`config.mk`:
```
export PLATFORM = sky130hd
export DESIGN_NAME = core_regs_banked
export DESIGN_NICKNAME = d
export VERILOG_FILES = /design/src/rtl/core_regs_banked.sv
export SDC_FILE = /design/constraint.sdc
export NUM_CORES = 1
export LEC_CHECK = 0
export BUFFER_PORTS_ARGS = -buffer_cell sky130_fd_sc_hd__clkbuf_2
export CAP_MARGIN = 15
export CORE_ASPECT_RATIO = 0.8
export CORE_UTILIZATION = 57
export CTS_BUF_LIST = sky130_fd_sc_hd__clkbuf_4
export CTS_CLUSTER_SIZE = 30
export DETAILED_ROUTE_END_ITERATION = 6
export PLACE_DENSITY = 0.86
export SETUP_SLACK_MARGIN = 0.02
export SYNTH_ARGS = -nofsm -noshare
export SYNTH_HDL_FRONTEND = slang
export SYNTH_SLANG_ARGS = --single-unit
```
`constraint.sdc`:
```
create_clock -name clk -period 2.7 [get_ports clk]
set_input_delay 0 -clock clk [delete_from_list [all_inputs] [get_ports clk]]
set_output_delay 0 -clock clk [all_outputs]
set_load 0.005 [all_outputs]
```
`src/rtl/core_regs_banked.sv`:
```
// Banked register file: one memory copy per read port, all written together,
// with a post-reset clear sequencer, write-first read bypass and a PC-write flag.
module core_regs_banked #(
  parameter int unsigned WIDTH          = 32,
  parameter int unsigned DEPTH          = 16,
  parameter int unsigned READ_PORTS     = 2,
  parameter int unsigned PC_INDEX       = DEPTH - 1,
  parameter bit          CLEAR_ON_RESET = 1'b1
) (
  input  logic                             clk,
  input  logic                             rst_n,
  input  logic [READ_PORTS*$clog2(DEPTH)-1:0] rd_r,
  output logic [READ_PORTS*WIDTH-1:0]      rd_value,
  input  logic [$clog2(DEPTH)-1:0]         wr_r,
  input  logic                             wr_enable,
  input  logic [WIDTH-1:0]                 wr_value,
  output logic [WIDTH-1:0]                 wr_current,
  output logic                             branch,
  output logic                             ready
);

  localparam int unsigned AW = $clog2(DEPTH);
  localparam logic [AW-1:0] PC_AW   = AW'(PC_INDEX);
  localparam logic [AW-1:0] LAST_AW = AW'(DEPTH - 1);

  typedef enum logic [0:0] {
    ST_CLEAR = 1'b0,
    ST_RUN   = 1'b1
  } state_e;

  state_e            state_q, state_d;
  logic [AW-1:0]     ptr_q, ptr_d;
  logic              ready_q, ready_d;
  logic              branch_q, branch_d;
  logic [WIDTH-1:0]  wr_current_q, wr_current_d;

  logic              clearing;
  logic              wr_accept;
  logic              mem_we;
  logic [AW-1:0]     mem_waddr;
  logic [WIDTH-1:0]  mem_wdata;

  always_comb begin
    state_d      = state_q;
    ptr_d        = ptr_q;
    ready_d      = ready_q;
    clearing     = 1'b0;
    wr_accept    = 1'b0;
    mem_we       = 1'b0;
    mem_waddr    = wr_r;
    mem_wdata    = wr_value;
    case (state_q)
      ST_CLEAR: begin
        clearing  = 1'b1;
        mem_we    = 1'b1;
        mem_waddr = ptr_q;
        mem_wdata = '0;
        // Leave at the last entry instead of letting the pointer wrap.
        if (ptr_q == LAST_AW) begin
          state_d = ST_RUN;
          ready_d = 1'b1;
        end else begin
          ptr_d = ptr_q + AW'(1);
        end
      end
      ST_RUN: begin
        wr_accept = wr_enable && ready_q;
        mem_we    = wr_accept;
      end
      default: begin
        state_d = ST_RUN;
        ready_d = 1'b1;
      end
    endcase
    branch_d     = wr_accept && (wr_r == PC_AW);
    wr_current_d = wr_accept ? wr_value : wr_current_q;
  end

  always_ff @(posedge clk or negedge rst_n) begin
    if (!rst_n) begin
      state_q      <= CLEAR_ON_RESET ? ST_CLEAR : ST_RUN;
      ptr_q        <= '0;
      ready_q      <= !CLEAR_ON_RESET;
      branch_q     <= 1'b0;
      wr_current_q <= '0;
    end else begin
      state_q      <= state_d;
      ptr_q        <= ptr_d;
      ready_q      <= ready_d;
      branch_q     <= branch_d;
      wr_current_q <= wr_current_d;
    end
  end

  assign ready      = ready_q;
  assign branch     = branch_q;
  assign wr_current = wr_current_q;

  generate
    for (genvar gi = 0; gi < int'(READ_PORTS); gi++) begin : g_copy
      logic [WIDTH-1:0] mem_q [DEPTH];
      logic [WIDTH-1:0] rd_value_q;
      logic [AW-1:0]    rd_addr;

      assign rd_addr = rd_r[gi*AW +: AW];

      // Plain synchronous write with no reset so each copy maps to block RAM.
      always_ff @(posedge clk) begin
        if (mem_we) begin
          mem_q[mem_waddr] <= mem_wdata;
        end
      end

      always_ff @(posedge clk or negedge rst_n) begin
        if (!rst_n) begin
          rd_value_q <= '0;
        end else if (clearing) begin
          rd_value_q <= '0;
        end else if (wr_accept && (wr_r == rd_addr)) begin
          rd_value_q <= wr_value;
        end else begin
          rd_value_q <= mem_q[rd_addr];
        end
      end

      assign rd_value[gi*WIDTH +: WIDTH] = rd_value_q;
    end
  endgenerate

endmodule

```
# Word-level counts from Yosys, hierarchy flattened
# Memories as Yosys holds them, arrays and structs flattened.
# Cells that the tools add are included.
[word_totals]
output_inout_bits = 98
ramBits = 1024
n_memories = 2
elab_cells = 34
reg_bits = 103
in_bits = 47
[memory_table]
columns = ["memory", "depth", "width", "rd", "rd_ports_with_merged_regs", "wr", "line_no", "text"]
rows = [
  ["g_copy[0].mem_q", 16, 32, 1, 0, 1, "101", "logic [WIDTH-1:0] mem_q [DEPTH];"],
  ["g_copy[1].mem_q", 16, 32, 1, 0, 1, "101", ""],
]
[classes]
n_eq_ne = 4
addsub = 1
n_reduce_logical = 6
bitwise = 2
muxes = 12
[op_table]
columns = ["cell", "n"]
rows = [
  ["32-bit 2-to-1 mux", 5],
  ["4-bit equality test", 2],
  ["4-bit equality test, second input constant", 2],
  ["1-bit 2-to-1 mux", 5],
  ["4-bit by 1-bit adder with 4-bit output, second input constant", 1],
  ["1-bit logical AND", 4],
  ["4-bit 2-to-1 mux", 1],
  ["2-bit AND reduction", 2],
  ["1-bit NOT", 2],
  ["1-bit one-hot mux with 2 select lines", 1],
]

# Longest topological paths before layout
[depth]
ltp_word = 5
ltp_mapped = 7
mapped_depth_nobuf = 4

# Worst setup path before layout
# Ideal clock, no wire load.
[synth_path]
kind = "register to register"
start = "register state_q"
end = "memory g_copy[1].mem_q[4][0], enable pin"
period_less_slack_ns = 2.854
setup_ns = 0.421
slack_ns = -0.154
stages_incl_launch_ff = 6
required_time_ns = 2.279
t_arrival_ns = 2.433
n_path_buf = 2
path_cell_list = "dfrtp_1 -> buf_2 -> buf_1 -> nand2_1 -> o32a_1 -> nor2_1"
[synth_via]
elab_chain_cells = 4
elab_cells_between_ends = 5
cone_classes = "mux (4); bitwise (1)"
[synth_lines]
columns = ["element", "line_no", "text"]
rows = [
  ["start, declared", "31", "state_e state_q, state_d;"],
  ["start signal, assigned", "81", "state_q <= CLEAR_ON_RESET ? ST_CLEAR : ST_RUN;"],
  ["start signal, assigned", "87", "state_q <= state_d;"],
  ["1-bit NOT (no line)", "-", ""],
  ["1-bit one-hot mux with 2 select lines", "52", "case (state_q)"],
  ["1-bit 2-to-1 mux", "109", "if (mem_we) begin"],
  ["1-bit 2-to-1 mux (implied by the code)", "110", "mem_q[mem_waddr] <= mem_wdata;"],
  ["end, declared", "101", ""],
]
# Parallel ways exist; a longest one is shown, timed or not.

# Worst setup path after layout
[layout_path]
start = "register state_q"
end = "register g_copy[1].rd_value_q[10]"
[layout_via]
elab_chain_cells = 4
[layout_lines]
columns = ["element", "line_no", "text"]
rows = [
  ["1-bit 2-to-1 mux", "52", ""],
  ["1-bit logical AND", "119", "end else if (wr_accept && (wr_r == rd_addr)) begin"],
  ["32-bit 2-to-1 mux", "119", ""],
  ["32-bit 2-to-1 mux (*)", "117", "end else if (clearing) begin"],
  ["end signal, assigned", "120", "rd_value_q <= wr_value;"],
  ["end signal, assigned", "122", "rd_value_q <= mem_q[rd_addr];"],
  ["end, declared", "102", "logic [WIDTH-1:0] rd_value_q;"],
]
# Every way passes the cells marked *; elsewhere a longest branch is shown, timed or not.
# A chain may end at the register's enable or synchronous reset.

==> results.tsv <==
stage	metric	value	unit
synth	synth.distinct_cells	33	
placed_design	port_buffers	144	
setup_path	critPathCaptureType	flop	
run_status	violations	DRC	
finish	seqCellArea	17950	µm²
timing	fin_ws	0.1046	ns
finish	drive_gt1_frac	0.3725	
power	comb_power_share	0.097	
clocking	clockBufferDepth	3	
synth	synthArstFlopShare	0.1675	
synth	yosys_warnings	0	
setup_path	cp-start-kind	flop	
synth	synth_edf_count	512	
placed_design	dp_hpwl	44.27	mm
grt	antenna_found_initial	3	
routing	remaining_drc_errors	2	
synth	ys_ff_latch	615	
power	p_int	15.63	mW
routing	wl_met2	36.46	mm
clocking	h-tree-depth	4	
power	switchingPower	4.960	mW
placed_design	place_ws	0.1701	ns
finish	finish.utilization	0.6916	
clocking	cts_tree	done	
finish	layoutNonFillerInstCount	2621	
routing	routed_via_density	6.746	
power	total_leakage_power	11.76	nW
routing	via_count	17680	
finish	fill_cells	2790	
routing	routed.top_layer	met5	
clocking	root_buffer	clkbuf_4	
synth	syn_avg_cell_area	18.29	µm²
clocking	path_clk_slew	0.07	ns
setup_path	startpoint	state_q	
grt	grt-ovfl-total	0	
timing	rsz0062_at_grt	true	
timing	period_share	0.9613	
routing	drtIter0Drc	2326	
synth	yosysSeqAreaShare	0.6636	
power	power.density	634.7	nW/µm²
setup_path	critPathRequiredTime	3.42	ns
routing	met3WireLength	11.13	mm
synth	syn-cell-area	27050	µm²
routing	ant_nets	0	
grt	grt_use_total	0.3305	
floorplan	rows	71	
power	finalPower	20.59	mW
timing	setup_viol	0	
clocking	cts.sinks	615	
run_status	status	complete, but fails checks	
flow_run	cap_violations	0	
synth	synth_nets	1527	
finish	final_cell_mix	edfxtp_1, mux4_2, clkbuf_4	
timing	setup_tns	0	ns
clocking	clock_latency	0.94	ns
floorplan	core-area	46910	µm²
setup_path	timing.rr.start	state_q	
setup_path	critical_path_class	reg2reg	
floorplan	fp.dieArea	48340	µm²
finish	multi_input_area	8620	µm²
setup_path	arrival	3.32	ns
synth	synth_cells	1479	
power	p_seq_frac	0.514	
floorplan	ios	145	
floorplan	die_x	245.6	µm
clocking	cts_buffers	146	
placed_design	gp_congestion	0.8922	
placed_design	post-place-cells	2209	
power	vdd_drop_max	0.3790	mV
finish	final_common_cell	edfxtp_1	
timing	hold_violations	0	
setup_path	crit_path_max_fanout	24	
worst_hold_path	holdCritPathClass	in2reg	
grt	grt_pass1_wl	114.9	mm
grt	grt_max_degree	129	
power	swShare	0.2409	
routing	met1Wirelength	25.93	mm
floorplan	die_h	196.9	µm
routing	routed_wl	76.95	mm
grt	grt_pass1_vias	18780	
timing	fmax	0.3853	GHz
finish	finalNetCount	1928	
power	clockPowerShare	0.389	
finish	layout-area-overhead-vs-synth	19.90	%
timing	finalMaxSlewViolations	0	
routing	drt_first_pass_iters	7	
synth	synth_ff_type	edfxtp_1	
routing	wire_per_inst	29.36	µm
floorplan	start_util	0.5768	
worst_hold_path	min-delay-start	wr_value[27]	
timing	tightest_slew	1.185	ns
timing	slew_headroom	0.2081	
timing	finalClockSkew	0.07552	ns
timing	min_period	2.595	ns
through the flow:
step,instance area [µm²],hold WS (ns)
final,32440,0.03828
after global routing,32440,0.003945
after CTS,32410,0.001858
after detailed placement,29020,0.2174
after global placement,29020,0.2140
after floorplan,27080,-0.2956
power groups by stage:
stage          combinational (mW)  sequential, mW  clock [mW]
6_report                     2.00            10.6        8.01
5_1_grt                      2.11            10.6        8.57
4_1_cts                      1.95            10.6        7.99
3_5_place_dp                 1.76            10.8           0
3_3_place_gp                 1.71            10.8           0
2_1_floorplan                1.03            10.8           0
kinds of logic (layout without fill, tap and decap cells):
logic type / Yosys count / after routing / synth area share
other: 0 / 1 / 0
adders and majority gates: 1 / 1 / 0.0004624
xor gates and xnor gates: 10 / 10 / 0.003237
muxes: 257 / 257 / 0.2135
buffers and inverters: 154 / 675 / 0.02516
AOI/OAI and AO/OA: 205 / 205 / 0.05975
and+or+nand+nor: 237 / 237 / 0.03427
DFF: 615 / 615 / 0.6636
metal layers:
layer / GRT usage / vias up
met5: 0 / -
met4: 0.1613 / 2
met3: 0.1012 / 269
met2: 0.5068 / 1516
met1: 0.4351 / 8879
li1: - / 7014
sequential cells by signal, summed over array words and instances, names as in the netlist:
name and cells:
branch 1, g_copy.mem_q 512, g_copy.rd_value_q 64, ptr_q 4, ready 1, state_q 1
wr_current 32
worst max-delay path, cell delays in order, from the launching register on:
cell	delay (ns)
dfrtp_2	0.46
and3_2	0.26
buf_8	0.24
nand3_1	0.18
o31ai_4	0.20
dlygate4sd3_1	0.65
buf_4	0.28
o22ai_1	0.14
layout make-up:
cell class | instances | share of cell area
diodes | 1 | 0.00007715
clock inverters | 46 | 0.009566
clock buffers | 222 | 0.05138
multi-input cells | 710 | 0.2657
repair buffers | 370 | 0.09157
flip-flops and latches | 615 | 0.5535
well taps | 620 | 0.02392
inverters | 37 | 0.004282
synthesized netlist by cell type, types with 4 or more instances:
master / instances / share of area
xnor2_1: 6 / 0.0019
nand2_1: 131 / 0.018
buf_4: 11 / 0.0031
buf_1: 7 / 0.00097
edfxtp_1: 512 / 0.57
buf_2: 25 / 0.0046
mux4_2: 256 / 0.21
a22o_1: 128 / 0.041
inv_1: 37 / 0.0051
buf_6: 4 / 0.0017
nor2_1: 88 / 0.012
o22ai_1: 64 / 0.015
xor2_1: 4 / 0.0013
nand3_1: 4 / 0.00074
nor2b_1: 5 / 0.0012
dfrtp_1: 103 / 0.095
clkbuf_1: 70 / 0.0097
timing repair:
action / in CTS / in global routing
setup endpoints to repair: 0 / 49
resized for setup: 0 / 2
buffers inserted: 0 / 0
hold endpoints to repair: 696 / 3
hold buffers: 141 / 2
worst paths after layout:
kind,end,slack (ns),depth (start not counted)
worst max-delay path,g_copy[1].rd_value_q[10],0.10,7
worst min register to register,ready,0.60,1
min in group asynchronous,wr_current[15],0.32,3
max in group asynchronous,wr_current[7],1.48,4
worst max register to register,g_copy[1].rd_value_q[10],0.10,7
worst min-delay path,g_copy[1].rd_value_q[27],0.04,4
No activity file was read; power rests on OpenSTA's default activity.
